## src/rtl/fifo_ctrl_hs_pkg.sv

```systemverilog
// Shared definitions for the handshake FIFO controller.
// Contents: default widths and flag thresholds, the controller FSM state
// encoding, and the per-cycle action the FSM takes when it is idle.
package fifo_ctrl_hs_pkg;

  localparam int DEF_ADDR_W   = 4;
  localparam int DEF_DATA_W   = 4;
  localparam int DEF_AF_LEVEL = 12;
  localparam int DEF_AE_LEVEL = 2;

  typedef enum logic [1:0] {
    ST_IDLE    = 2'd0,
    ST_WR_WAIT = 2'd1,
    ST_RD_WAIT = 2'd2
  } fsm_state_e;

  // What the FSM does with the pending slots on the current edge.
  typedef enum logic [2:0] {
    ACT_NONE      = 3'd0,
    ACT_ISSUE_WR  = 3'd1,
    ACT_ISSUE_RD  = 3'd2,
    ACT_REJECT_WR = 3'd3,
    ACT_REJECT_RD = 3'd4
  } fsm_act_e;

endpackage

```

## src/rtl/fifo_ctrl_hs_if.sv

```systemverilog
// Request/acknowledge port towards the SDRAM-backed FIFO store.
//   we/re  : level requests from the controller, held until ack
//   addr   : entry address (write or read pointer)
//   wdata  : data of the outstanding write
//   rdata  : read data, valid in the cycle ack=1 during a read
//   ack    : 1-cycle completion from the memory side
// Modports: master = controller, slave = memory.
interface fifo_ctrl_hs_if
  import fifo_ctrl_hs_pkg::*;
#(
  parameter int ADDR_W = DEF_ADDR_W,
  parameter int DATA_W = DEF_DATA_W
);
  logic              we;
  logic              re;
  logic [ADDR_W-1:0] addr;
  logic [DATA_W-1:0] wdata;
  logic [DATA_W-1:0] rdata;
  logic              ack;

  modport master (output we, re, addr, wdata, input rdata, ack);
  modport slave  (input we, re, addr, wdata, output rdata, ack);
endinterface

```

## src/rtl/fifo_ctrl_hs_req_slot.sv

```systemverilog
// One-entry pending-request register.
//   req/data_i : incoming 1-cycle request and its payload
//   free       : the FSM consumed (issued or rejected) the entry this cycle
//   flush      : synchronous empty
//   pending    : an entry is held
//   data_o     : payload of the held entry
//   drop       : request arrived while the entry is held and not being freed
// A request landing in the same cycle as free refills the slot.
module fifo_ctrl_hs_req_slot #(
  parameter int W = 1
) (
  input  logic         clk,
  input  logic         rst_n,
  input  logic         flush,
  input  logic         req,
  input  logic [W-1:0] data_i,
  input  logic         free,
  output logic         pending,
  output logic [W-1:0] data_o,
  output logic         drop
);

  assign drop = req && pending && !free;

  // NOTE: state is written with <= so every flop samples pre-edge values;
  // the payload is reset too, it is a single register, not a RAM array.
  always_ff @(posedge clk or negedge rst_n) begin
    if (!rst_n) begin
      pending <= 1'b0;
      data_o  <= '0;
    end else if (flush) begin
      pending <= 1'b0;
    end else if (req && (!pending || free)) begin
      pending <= 1'b1;
      data_o  <= data_i;
    end else if (free) begin
      pending <= 1'b0;
    end
  end

endmodule

```

## src/rtl/fifo_ctrl_hs.sv

```systemverilog
// FIFO controller in front of a variable-latency request/ack memory.
// Ports:
//   clk, rst_n          clock, asynchronous active-low reset
//   clear               sync flush (deferred to the ack of an outstanding access)
//   wr_req, wr_data     1-cycle write request with data
//   rd_req              1-cycle read request
//   rd_data, rd_valid   last read word (held) and its 1-cycle update strobe
//   count               committed entries, 0..DEPTH
//   full, empty, almost_full, almost_empty   flags decoded from count
//   overflow, underflow, req_drop             sticky error flags
//   busy                FSM active or a request pending
//   mem                 memory port (master side)
// Requests are buffered in one write and one read slot; the FSM serves
// them one at a time, evaluating full/empty when it issues, not on capture.
module fifo_ctrl_hs
  import fifo_ctrl_hs_pkg::*;
#(
  parameter int ADDR_W   = DEF_ADDR_W,
  parameter int DATA_W   = DEF_DATA_W,
  parameter int AF_LEVEL = DEF_AF_LEVEL,
  parameter int AE_LEVEL = DEF_AE_LEVEL
) (
  input  logic              clk,
  input  logic              rst_n,
  input  logic              clear,
  input  logic              wr_req,
  input  logic [DATA_W-1:0] wr_data,
  input  logic              rd_req,
  output logic [DATA_W-1:0] rd_data,
  output logic              rd_valid,
  output logic [ADDR_W:0]   count,
  output logic              full,
  output logic              empty,
  output logic              almost_full,
  output logic              almost_empty,
  output logic              overflow,
  output logic              underflow,
  output logic              req_drop,
  output logic              busy,
  fifo_ctrl_hs_if.master    mem
);

  localparam int CNT_W = ADDR_W + 1;
  localparam int DEPTH = 1 << ADDR_W;
  localparam logic [CNT_W-1:0]  CNT_DEPTH = CNT_W'(DEPTH);
  localparam logic [CNT_W-1:0]  CNT_AF    = CNT_W'(AF_LEVEL);
  localparam logic [CNT_W-1:0]  CNT_AE    = CNT_W'(AE_LEVEL);
  localparam logic [CNT_W-1:0]  CNT_ONE   = CNT_W'(1);
  localparam logic [ADDR_W-1:0] PTR_ONE   = ADDR_W'(1);

  fsm_state_e state, state_nxt;
  fsm_act_e   act;

  logic              wr_pend, rd_pend, wr_drop, rd_drop, wr_free, rd_free;
  logic [DATA_W-1:0] wr_slot_data;
  logic              rd_slot_unused;
  logic [ADDR_W-1:0] wr_ptr, rd_ptr, mem_addr_q;
  logic [DATA_W-1:0] mem_wdata_q;
  logic              clear_pend;
  logic              flush;

  // Flags follow the committed count only.
  assign full         = (count == CNT_DEPTH);
  assign empty        = (count == '0);
  assign almost_full  = (count >= CNT_AF);
  assign almost_empty = (count <= CNT_AE);

  // In IDLE a clear applies at once; during an access it waits for the ack
  // so the memory never sees an abandoned cycle.
  assign flush = (state == ST_IDLE) ? clear : (mem.ack && (clear || clear_pend));

  assign wr_free = (act == ACT_ISSUE_WR) || (act == ACT_REJECT_WR);
  assign rd_free = (act == ACT_ISSUE_RD) || (act == ACT_REJECT_RD);

  fifo_ctrl_hs_req_slot #(.W(DATA_W)) u_wr_slot (
    .clk     (clk),
    .rst_n   (rst_n),
    .flush   (flush),
    .req     (wr_req),
    .data_i  (wr_data),
    .free    (wr_free),
    .pending (wr_pend),
    .data_o  (wr_slot_data),
    .drop    (wr_drop)
  );

  fifo_ctrl_hs_req_slot #(.W(1)) u_rd_slot (
    .clk     (clk),
    .rst_n   (rst_n),
    .flush   (flush),
    .req     (rd_req),
    .data_i  (1'b0),
    .free    (rd_free),
    .pending (rd_pend),
    .data_o  (rd_slot_unused),
    .drop    (rd_drop)
  );

  // State register.
  always_ff @(posedge clk or negedge rst_n) begin
    if (!rst_n) state <= ST_IDLE;
    else        state <= state_nxt;
  end

  // Next state and slot action.
  // NOTE: both outputs get a default first so no path leaves them unassigned
  // and no latch is inferred.
  always_comb begin
    state_nxt = state;
    act       = ACT_NONE;
    case (state)
      ST_IDLE: begin
        if (!clear) begin
          if (wr_pend && rd_pend)  act = full ? ACT_ISSUE_RD : ACT_ISSUE_WR;
          else if (wr_pend)        act = full ? ACT_REJECT_WR : ACT_ISSUE_WR;
          else if (rd_pend)        act = empty ? ACT_REJECT_RD : ACT_ISSUE_RD;
        end
        if (act == ACT_ISSUE_WR)      state_nxt = ST_WR_WAIT;
        else if (act == ACT_ISSUE_RD) state_nxt = ST_RD_WAIT;
      end
      ST_WR_WAIT: if (mem.ack) state_nxt = ST_IDLE;
      ST_RD_WAIT: if (mem.ack) state_nxt = ST_IDLE;
      default:    state_nxt = ST_IDLE;
    endcase
  end

  // Outputs decoded from state: requests drop the moment the state (or reset) leaves WAIT.
  always_comb begin
    mem.we    = (state == ST_WR_WAIT);
    mem.re    = (state == ST_RD_WAIT);
    mem.addr  = mem_addr_q;
    mem.wdata = mem_wdata_q;
    busy      = (state != ST_IDLE) || wr_pend || rd_pend;
  end

  // Pointers, count, stickies and the read-data register.
  always_ff @(posedge clk or negedge rst_n) begin
    if (!rst_n) begin
      wr_ptr      <= '0;
      rd_ptr      <= '0;
      count       <= '0;
      mem_addr_q  <= '0;
      mem_wdata_q <= '0;
      overflow    <= 1'b0;
      underflow   <= 1'b0;
      req_drop    <= 1'b0;
      clear_pend  <= 1'b0;
      rd_data     <= '0;
      rd_valid    <= 1'b0;
    end else begin
      rd_valid <= 1'b0;
      if (flush) begin
        // The completing access (if any) is not committed.
        wr_ptr     <= '0;
        rd_ptr     <= '0;
        count      <= '0;
        overflow   <= 1'b0;
        underflow  <= 1'b0;
        req_drop   <= 1'b0;
        clear_pend <= 1'b0;
      end else begin
        case (act)
          ACT_ISSUE_WR: begin
            mem_addr_q  <= wr_ptr;
            mem_wdata_q <= wr_slot_data;
          end
          ACT_ISSUE_RD:  mem_addr_q <= rd_ptr;
          ACT_REJECT_WR: overflow   <= 1'b1;
          ACT_REJECT_RD: underflow  <= 1'b1;
          default: ;
        endcase
        if (wr_drop || rd_drop) req_drop <= 1'b1;
        if (state != ST_IDLE && clear) clear_pend <= 1'b1;
        if (state == ST_WR_WAIT && mem.ack) begin
          wr_ptr <= wr_ptr + PTR_ONE;
          count  <= count + CNT_ONE;
        end
        if (state == ST_RD_WAIT && mem.ack) begin
          rd_ptr <= rd_ptr + PTR_ONE;
          count  <= count - CNT_ONE;
        end
      end
      // A completed read is always delivered, even when a flush discards it.
      if (state == ST_RD_WAIT && mem.ack) begin
        rd_data  <= mem.rdata;
        rd_valid <= 1'b1;
      end
    end
  end

endmodule

```

## src/flat_wrapper.sv

```systemverilog
// flat-port wrapper written by rule: the top's interface ports become plain ports
module fifo_ctrl_hs_flat import fifo_ctrl_hs_pkg::*;
#(
  parameter int ADDR_W   = DEF_ADDR_W,
  parameter int DATA_W   = DEF_DATA_W,
  parameter int AF_LEVEL = DEF_AF_LEVEL,
  parameter int AE_LEVEL = DEF_AE_LEVEL
)
  (clk, rst_n, clear, wr_req, wr_data, rd_req, rd_data, rd_valid, count, full, empty, almost_full, almost_empty, overflow, underflow, req_drop, busy, mem_we, mem_re, mem_addr, mem_wdata, mem_rdata, mem_ack);
  fifo_ctrl_hs_if #(.ADDR_W(ADDR_W), .DATA_W(DATA_W)) mem_i ();
  input  logic clk;
  input  logic rst_n;
  input  logic clear;
  input  logic wr_req;
  input  logic [DATA_W-1:0] wr_data;
  input  logic rd_req;
  output logic [DATA_W-1:0] rd_data;
  output logic rd_valid;
  output logic [ADDR_W:0] count;
  output logic full;
  output logic empty;
  output logic almost_full;
  output logic almost_empty;
  output logic overflow;
  output logic underflow;
  output logic req_drop;
  output logic busy;
  output wire logic [$bits(mem_i.we)-1:0] mem_we;
  output wire logic [$bits(mem_i.re)-1:0] mem_re;
  output wire logic [$bits(mem_i.addr)-1:0] mem_addr;
  output wire logic [$bits(mem_i.wdata)-1:0] mem_wdata;
  input wire logic [$bits(mem_i.rdata)-1:0] mem_rdata;
  input wire logic [$bits(mem_i.ack)-1:0] mem_ack;
  assign mem_we = mem_i.we;
  assign mem_re = mem_i.re;
  assign mem_addr = mem_i.addr;
  assign mem_wdata = mem_i.wdata;
  assign mem_i.rdata = mem_rdata;
  assign mem_i.ack = mem_ack;
  fifo_ctrl_hs #(.ADDR_W(ADDR_W), .DATA_W(DATA_W), .AF_LEVEL(AF_LEVEL), .AE_LEVEL(AE_LEVEL)) u_core (.clk(clk), .rst_n(rst_n), .clear(clear), .wr_req(wr_req), .wr_data(wr_data), .rd_req(rd_req), .rd_data(rd_data), .rd_valid(rd_valid), .count(count), .full(full), .empty(empty), .almost_full(almost_full), .almost_empty(almost_empty), .overflow(overflow), .underflow(underflow), .req_drop(req_drop), .busy(busy), .mem(mem_i));
endmodule
```

## config.mk

```make
export PLATFORM = sky130hd
export DESIGN_NAME = fifo_ctrl_hs_flat
export DESIGN_NICKNAME = d
export VERILOG_FILES = /design/src/rtl/fifo_ctrl_hs_pkg.sv /design/src/rtl/fifo_ctrl_hs_if.sv /design/src/rtl/fifo_ctrl_hs_req_slot.sv /design/src/rtl/fifo_ctrl_hs.sv /design/src/flat_wrapper.sv
export SDC_FILE = /design/constraint.sdc
export NUM_CORES = 1
export LEC_CHECK = 0
export ABC_AREA = 1
export CORE_MARGIN = 3
export CORE_UTILIZATION = 46
export CTS_CLUSTER_SIZE = 40
export DETAILED_ROUTE_END_ITERATION = 10
export GPL_TIMING_DRIVEN = 1
export PLACE_DENSITY = 0.76
export SKIP_LAST_GASP = 1
export SLEW_MARGIN = 20
export SYNTH_ARGS = -nofsm -noshare
export SYNTH_HDL_FRONTEND = slang
export SYNTH_SLANG_ARGS = --single-unit
```

## constraint.sdc

```tcl
create_clock -name clk -period 1.9 [get_ports clk]
set_input_delay 0.57 -clock clk [delete_from_list [all_inputs] [get_ports clk]]
set_output_delay 0.57 -clock clk [all_outputs]
set_load 0.01 [all_outputs]
```

# [After elaboration in Yosys (flattened, before gate mapping)]
# Index checks and enable logic that the tools add are counted.
[totals] ff_bits=38 elab_cells=111 out_inout_bits=28 inputBits=14
[classes] n_reduce_logical=41 order_cmp=2 mux=37 n_bitwise=1 n_addsub=4 eq_ne=11
[op_table] op="2-to-1 mux 3 bit" count=7
[op_table] op="2-to-1 mux 1 bit" count=16
[op_table] op="2-to-1 mux 4 bit" count=4
[op_table] op="nonzero test 2 bit" count=8
[op_table] op="2-to-1 mux 5 bit" count=3
[op_table] op="logical AND 1 bit" count=11
[op_table] op="2-to-1 mux 2 bit" count=5
[op_table] op="== test 3 x 2 -> 1 bit (second input constant)" count=3
[op_table] op="nonzero test 3 bit" count=3
[op_table] op="adder 4 x 1 -> 4 bit (second input constant)" count=2
[op_table] op="logical OR 1 bit" count=8
[op_table] op="one-hot mux 4 bit (2 select lines)" count=1
[op_table] op="AND reduction 2 bit" count=4
[op_table] op="== test 3 x 1 -> 1 bit (second input constant)" count=2
[op_table] op="adder 5 x 1 -> 5 bit (second input constant)" count=1
[op_table] op="== test 5 bit (second input constant)" count=1
[op_table] op="greater-or-equal comparator 5 x 4 -> 1 bit (second input constant)" count=1
[op_table] op="<= comparator 5 x 2 -> 1 bit (second input constant)" count=1
[op_table] op="zero test 5 bit" count=1
[op_table] op="subtractor 5 x 1 -> 5 bit (second input constant)" count=1
[op_table] op="zero test 1 bit" count=4
[op_table] op="one-hot mux 2 bit (2 select lines)" count=1
[op_table] op="== test 3 bit (second input constant)" count=1
[op_table] op="inequality test 3 bit (second input constant)" count=1
[op_table] op="6 further kinds" count=6

# [Depth between registers and ports, before layout]
[depth] depth_word=15 depth_mapped=11 mapped_depth_nobuf=11

# [By module]
# A second synthesis with hierarchy kept.
[unflattened] cells_unflattened=252 hier_area_um2=2078.2
[by_module_without_submodules] mod="fifo_ctrl_hs" seq_area_each_um2=800.8 instances=1 area_per_inst_um2=1765.4 cells_per_inst=216
[by_module_without_submodules] mod="fifo_ctrl_hs_req_slot (u_core.u_wr_slot)" seq_area_each_um2=125.1 instances=1 area_per_inst_um2=220.2 cells_per_inst=24
[by_module_without_submodules] mod="fifo_ctrl_hs_req_slot (u_core.u_rd_slot)" seq_area_each_um2=50.0 instances=1 area_per_inst_um2=92.6 cells_per_inst=12

# [Worst setup path before layout]
# OpenSTA, ideal clock, no wires.
[synth_timing] path_kind="flip-flop to flip-flop" startpoint="register u_core.state[0]" endpoint="register u_core.count[4]" stages_incl_launch_ff=12 path_buffers=1 setup_slack_ps=-256 setup_ps=129 t_required_ps=1771 t_arrival_ps=2028 path_cell_list="dfrtp_1 > inv_1 > ha_1 > nand2_1 > inv_1 > buf_4 > fa_1 > nand2_1 > nand2_1 > a21oi_1 > xor2_1 > o22ai_2"
[synth_via] elab_chain_len=4 elab_cells_between_ends=9
[synth_lines] item="start: declaration" line="fifo_ctrl_hs.sv:51" text="fsm_state_e state, state_nxt;"
[synth_lines] item="start signal: assignment" line="fifo_ctrl_hs.sv:102" text="else state <= state_nxt;"
[synth_lines] item="== test 2 bit *"
[synth_lines] item="net mem_re" line="flat_wrapper.sv:29" text="output wire logic [$bits(mem_i.re)-1:0] mem_re;"
[synth_lines] item="logical AND 1 bit *" line="fifo_ctrl_hs.sv:178" text="if (state == ST_RD_WAIT && mem.ack) begin"
[synth_lines] item="2-to-1 mux 5 bit" line="fifo_ctrl_hs.sv:178"
[synth_lines] item="2-to-1 mux 5 bit" line="fifo_ctrl_hs.sv:152" text="if (flush) begin"
[synth_lines] item="end signal: assignment" line="fifo_ctrl_hs.sv:176" text="count <= count + CNT_ONE;"
[synth_lines] item="end signal: assignment" line="fifo_ctrl_hs.sv:180" text="count <= count - CNT_ONE;"
[synth_lines] item="end: declaration" line="fifo_ctrl_hs.sv:31" text="output logic [ADDR_W:0] count,"
# Mark *: on every way through the listed nets, which the timed path passes. The rest lies on a longest branch.
# A chain may end at the register's enable or synchronous reset.

# [Worst setup path in the final report]
[layout_timing] startpoint="register u_core.count[1]" endpoint="output empty"
[layout_via] elab_chain_len=1
[layout_lines] item="zero test 5 bit" line="fifo_ctrl_hs.sv:64" text="assign empty = (count == '0);"
[layout_lines] item="end: declaration" line="flat_wrapper.sv:21" text="output logic empty;"
# Every way passes these cells.

==> summary by stage <==
GRT
The via count of the first global-routing pass is 1909. The global-route usage over all layers is 20.6%. For this run the aggregate overflow at the end of global routing stands at 0.

The number of antenna violations at the first check in global routing is 0. The first global-routing pass estimated 8300 um of wire. Entering global routing, the biggest net connects 39 pins.

Timing
Once routing completed, OpenROAD measured the worst setup slack at 0.0117 ns. The tightest slew margin relative to the limit is 79.6%. Dividing the final minimum period by the clock period gives 99.4%. The time the final worst path needs with I/O delays and setup is 1.89 ns. On the final layout, the worst clock skew is 0.00300 ns. The count of endpoints failing setup in the final report is 0. Setup repair after global routing could not meet its margin everywhere. The post-route setup TNS is 0 ns. The maximum frequency from static timing analysis is 0.530 GHz. The transition time at the pin with the least slew margin is 0.304 ns. The final hold violation count came to 0. The count of pins over their slew limit is 0.

Synth
By area the synthesized netlist is led by sky130_fd_sc_hd__dfrtp_1 (47%), sky130_fd_sc_hd__nand2_1 (12%), sky130_fd_sc_hd__inv_1 (6.0%). The largest area contributor in the netlist is sky130_fd_sc_hd__dfrtp_1. Synthesis produced a netlist with a net count of 261. The average footprint of a synthesized cell is 8.42 um^2.

The synthesized netlist devotes 27.2% of its cell area to simple gates. The total of flip-flops plus latches after synthesis is 38. For this run, the number of Yosys warnings is 0. The share of the synthesized area in the top cell type is 47.5%.

Synthesis produced a netlist whose cell count is 238. The mux cell area share after synthesis is 0%. The dominant combinational cell family by area after synthesis is simple AND/OR/NAND/NOR gates.

The combined area of all synthesized cells is 2000 um^2. The fraction of the yosys area taken by sequential cells is 47.5%. The distinct cell type count of the synthesized netlist is 30.

The xor and xnor area share after synthesis is 1.75%. The synthesized netlist devotes 9.68% of its cell area to compound gates. The synthesized-area fraction occupied by adder cells is 6.00%.

Clock network
In this run, CTS created clock tree buffers numbering 5. The clock transition at the register clock pins on the worst setup and hold paths after CTS is 0.07 ns. The hold buffer count at CTS is 0. Clock tree synthesis found a total of 38 sinks. Clock latency on the worst-skew pair, taken at its later pin, is 0.29 ns. The H-tree generated during clock tree synthesis spans 2 levels. The buffer type at the clock tree root is sky130_fd_sc_hd__clkbuf_8. The largest buffer count on any clock path is 2. TritonCTS built the clock tree.

Die
The chip height is 72.0 um. The floorplan step defined a die boundary enclosing 5180 um^2. The core region is 4090 um^2.

The die is 72.0 um wide. The floorplan has 23 rows. For this design the top-level I/O count stands at 42. The initial core utilization is 49.0%.

Outcome
The flow ran to the end, and the final reports show no timing, DRC or antenna violations.

Critical path
The end of the worst register-to-register path is u_core.count[4]. Of all nets on the critical path, the largest fanout is 2. At the worst endpoint, the required time is 1.33 ns. The setup path with the least slack is of type reg -> out. The worst setup path is captured at an output pin.

Walking the worst path, the cells encountered are nor2_4 -> buf_4 -> nand3_1 -> inv_1 -> clkbuf_2. The reg-to-reg setup timing slack is 0.04 ns. The worst endpoint data arrival time is 1.32 ns.

The maximum cell stage delay along the critical path is 0.41 ns. The number of cells on the worst reg-to-reg path is 11. The startpoint kind of the worst setup timing path is a register. The slowest stage of the critical path is the sky130_fd_sc_hd__dfrtp_1 cell. The worst register-to-register path begins at u_core.state[0].

Job
The number of max-cap violations is 0.

Cells and area
The layout net count is 347. The filler cells instantiated in the layout total 344. Cells with a size suffix above 1 make up 25.2% of the layout. The multi-input combinational cells in the finished layout cover a total of 941 um^2.

The post-route cell area is 2890 um^2. Relative to the synthesized area, the layout overhead comes to 44.5%. 0 antenna diodes ended up in the layout. The area occupied by registers is 951 um^2. The post-route core utilization is 70.8%.

Placement
After legalization and detailed placement, the total HPWL measured 3530 um. Input and output buffers added on the ports amount to 41. The final RePlAce weighted congestion is 0.885. The setup slack after placement is -0.393 ns. Once placement finished, the instance area stood at 2780 um^2.

Pwr
For this design the static power due to leakage is 1.57 nW. The total power density per cell area is 1510 nW/um^2. The peak ir drop on the vdd network is 847 uV.

Worst hold path
In this run the worst hold path is classified as in -> async.

Route
The count of vias placed by the detailed router is 1818. The routed wire length is 4690 um. The number of nets with antenna violations after routing is 0. The per-cell via count in the routed design is 4.85. In the routed design, unresolved DRC markers number 0. The per-cell routed wire length is 12.5 um. The first TritonRoute pass finished after 4 iterations. After the first detailed-routing iteration, the DRC count stood at 67.
## per-layer routing
metal | global-route usage (%) | share of wire [%] | vias to the layer above
li1 | - | - | 927
met1 | 24.0 | 43 | 847
met2 | 37.4 | 52 | 35
met3 | 4.57 | 3.3 | 9
met4 | 6.47 | 1.6 | 0
met5 | 0 | 0 | -
## power breakdown
part           internal [W]  switching, W  leakage [nW]  total (W)
registers           0.00107      0.000163         0.503    0.00124
clock network      0.000393      0.000267        0.0524   0.000659
logic               0.00118       0.00128          1.01    0.00246
total               0.00265       0.00171          1.57    0.00436
## cell type report
class	instances	area share, %
Multi-Input combinational cell	161	32.5
Clock buffer	7	2.64
Tap cell	50	2.16
Timing Repair Buffer	80	23.6
Sequential cell	38	32.9
Inverter	38	5.19
Clock inverter	1	1.04
## sequential cells by signal, indices dropped and copies added (netlist names), 2 cells and up
name	flops
u_core.count	5
u_core.rd_ptr	4
u_core.rd_data	4
u_core.u_wr_slot.data_o	4
u_core.wr_ptr	4
u_core.mem.wdata	4
u_core.mem.addr	4
u_core.state	2
## cells by family (layout without fill, tap and decap cells)
| kind of cell | Yosys count | in the layout |
|---|---|---|
| and+or+nand+nor | 117 | 117 |
| buffers and inverters | 39 | 126 |
| AOI/OAI and AO/OA | 31 | 31 |
| xor gates and xnor gates | 4 | 4 |
| DFF | 38 | 38 |
| adders and majority gates | 9 | 9 |
## critical path: cells and delay by family (launching register included)
kind | cells | cell delay, ns
buffers and inverters | 3 | 0.37
AND/OR/NAND/NOR | 2 | 0.24
flip-flops | 1 | 0.41
## how the worst max path moves through the flow
stage                     slack, ns            start  depth (start not counted)               to
after global routing          -0.09  u_core.count[1]                          5            empty
after global placement        -0.30          mem_ack                          9  u_core.count[4]
after CTS                     -0.10  u_core.count[1]                          5            empty
after floorplan                0.01  u_core.state[0]                         11  u_core.count[4]
after detailed placement      -0.39          mem_ack                          9  u_core.count[4]
final                          0.01  u_core.count[1]                          5            empty
## cells in the final DEF, fill, tap and decap left out, types with 2 or more instances in the layout
master,n
sky130_fd_sc_hd__a21oi_1,11
sky130_fd_sc_hd__a31oi_1,2
sky130_fd_sc_hd__buf_2,2
sky130_fd_sc_hd__buf_4,38
sky130_fd_sc_hd__clkbuf_1,2
sky130_fd_sc_hd__clkbuf_2,5
sky130_fd_sc_hd__clkbuf_8,5
sky130_fd_sc_hd__clkdlybuf4s50_1,27
sky130_fd_sc_hd__dfrtp_1,38
sky130_fd_sc_hd__dlygate4sd2_1,4
sky130_fd_sc_hd__dlymetal6s2s_1,3
sky130_fd_sc_hd__ha_1,6
sky130_fd_sc_hd__inv_1,30
sky130_fd_sc_hd__inv_2,5
sky130_fd_sc_hd__inv_4,3
sky130_fd_sc_hd__nand2_1,65
sky130_fd_sc_hd__nand2_2,3
sky130_fd_sc_hd__nand3_1,21
sky130_fd_sc_hd__nand3_2,2
sky130_fd_sc_hd__nand4_1,2
sky130_fd_sc_hd__nor2_1,13
sky130_fd_sc_hd__nor2_4,3
sky130_fd_sc_hd__nor3_1,2
sky130_fd_sc_hd__o21ai_0,7
sky130_fd_sc_hd__o21ai_1,4
sky130_fd_sc_hd__o21ai_2,2
sky130_fd_sc_hd__o22ai_2,2
sky130_fd_sc_hd__xor2_1,3
## repair_timing
| action | CTS | global route |
|---|---|---|
| pin swaps | 3 | 2 |
| setup buffers | 2 | 0 |
| endpoints found under the setup margin | 10 | 12 |
| resized for setup | 16 | 17 |
## stage by stage
stage	total power, W	hold slack (ns)	instances
2_1_floorplan	0.00249	0.274	238
3_3_place_gp	0.00365	0.456	365
3_5_place_dp	0.00372	0.457	365
4_1_cts	0.00436	0.237	375
5_1_grt	0.00471	0.257	375
6_report	0.00436	0.238	375
## cell usage after synthesis
| master | instances |
|---|---|
| sky130_fd_sc_hd__a21oi_1 | 12 |
| sky130_fd_sc_hd__a31oi_1 | 2 |
| sky130_fd_sc_hd__buf_4 | 1 |
| sky130_fd_sc_hd__dfrtp_1 | 38 |
| sky130_fd_sc_hd__fa_1 | 1 |
| sky130_fd_sc_hd__ha_1 | 8 |
| sky130_fd_sc_hd__inv_1 | 32 |
| sky130_fd_sc_hd__inv_2 | 3 |
| sky130_fd_sc_hd__inv_4 | 3 |
| sky130_fd_sc_hd__nand2_1 | 66 |
| sky130_fd_sc_hd__nand2_2 | 3 |
| sky130_fd_sc_hd__nand2_8 | 1 |
| sky130_fd_sc_hd__nand3_1 | 22 |
| sky130_fd_sc_hd__nand3_2 | 1 |
| sky130_fd_sc_hd__nand3b_1 | 1 |
| sky130_fd_sc_hd__nand4_1 | 2 |
| sky130_fd_sc_hd__nand4_2 | 1 |
| sky130_fd_sc_hd__nor2_1 | 14 |
| sky130_fd_sc_hd__nor2_2 | 2 |
| sky130_fd_sc_hd__nor2_4 | 1 |
| sky130_fd_sc_hd__nor2_8 | 1 |
| sky130_fd_sc_hd__nor3_1 | 2 |
| sky130_fd_sc_hd__o21a_1 | 1 |
| sky130_fd_sc_hd__o21ai_0 | 7 |
| sky130_fd_sc_hd__o21ai_1 | 4 |
| sky130_fd_sc_hd__o21ai_2 | 2 |
| sky130_fd_sc_hd__o21ai_4 | 1 |
| sky130_fd_sc_hd__o22ai_2 | 2 |
| sky130_fd_sc_hd__xnor2_1 | 1 |
| sky130_fd_sc_hd__xor2_1 | 3 |
Power figures use the tool's default switching activity.
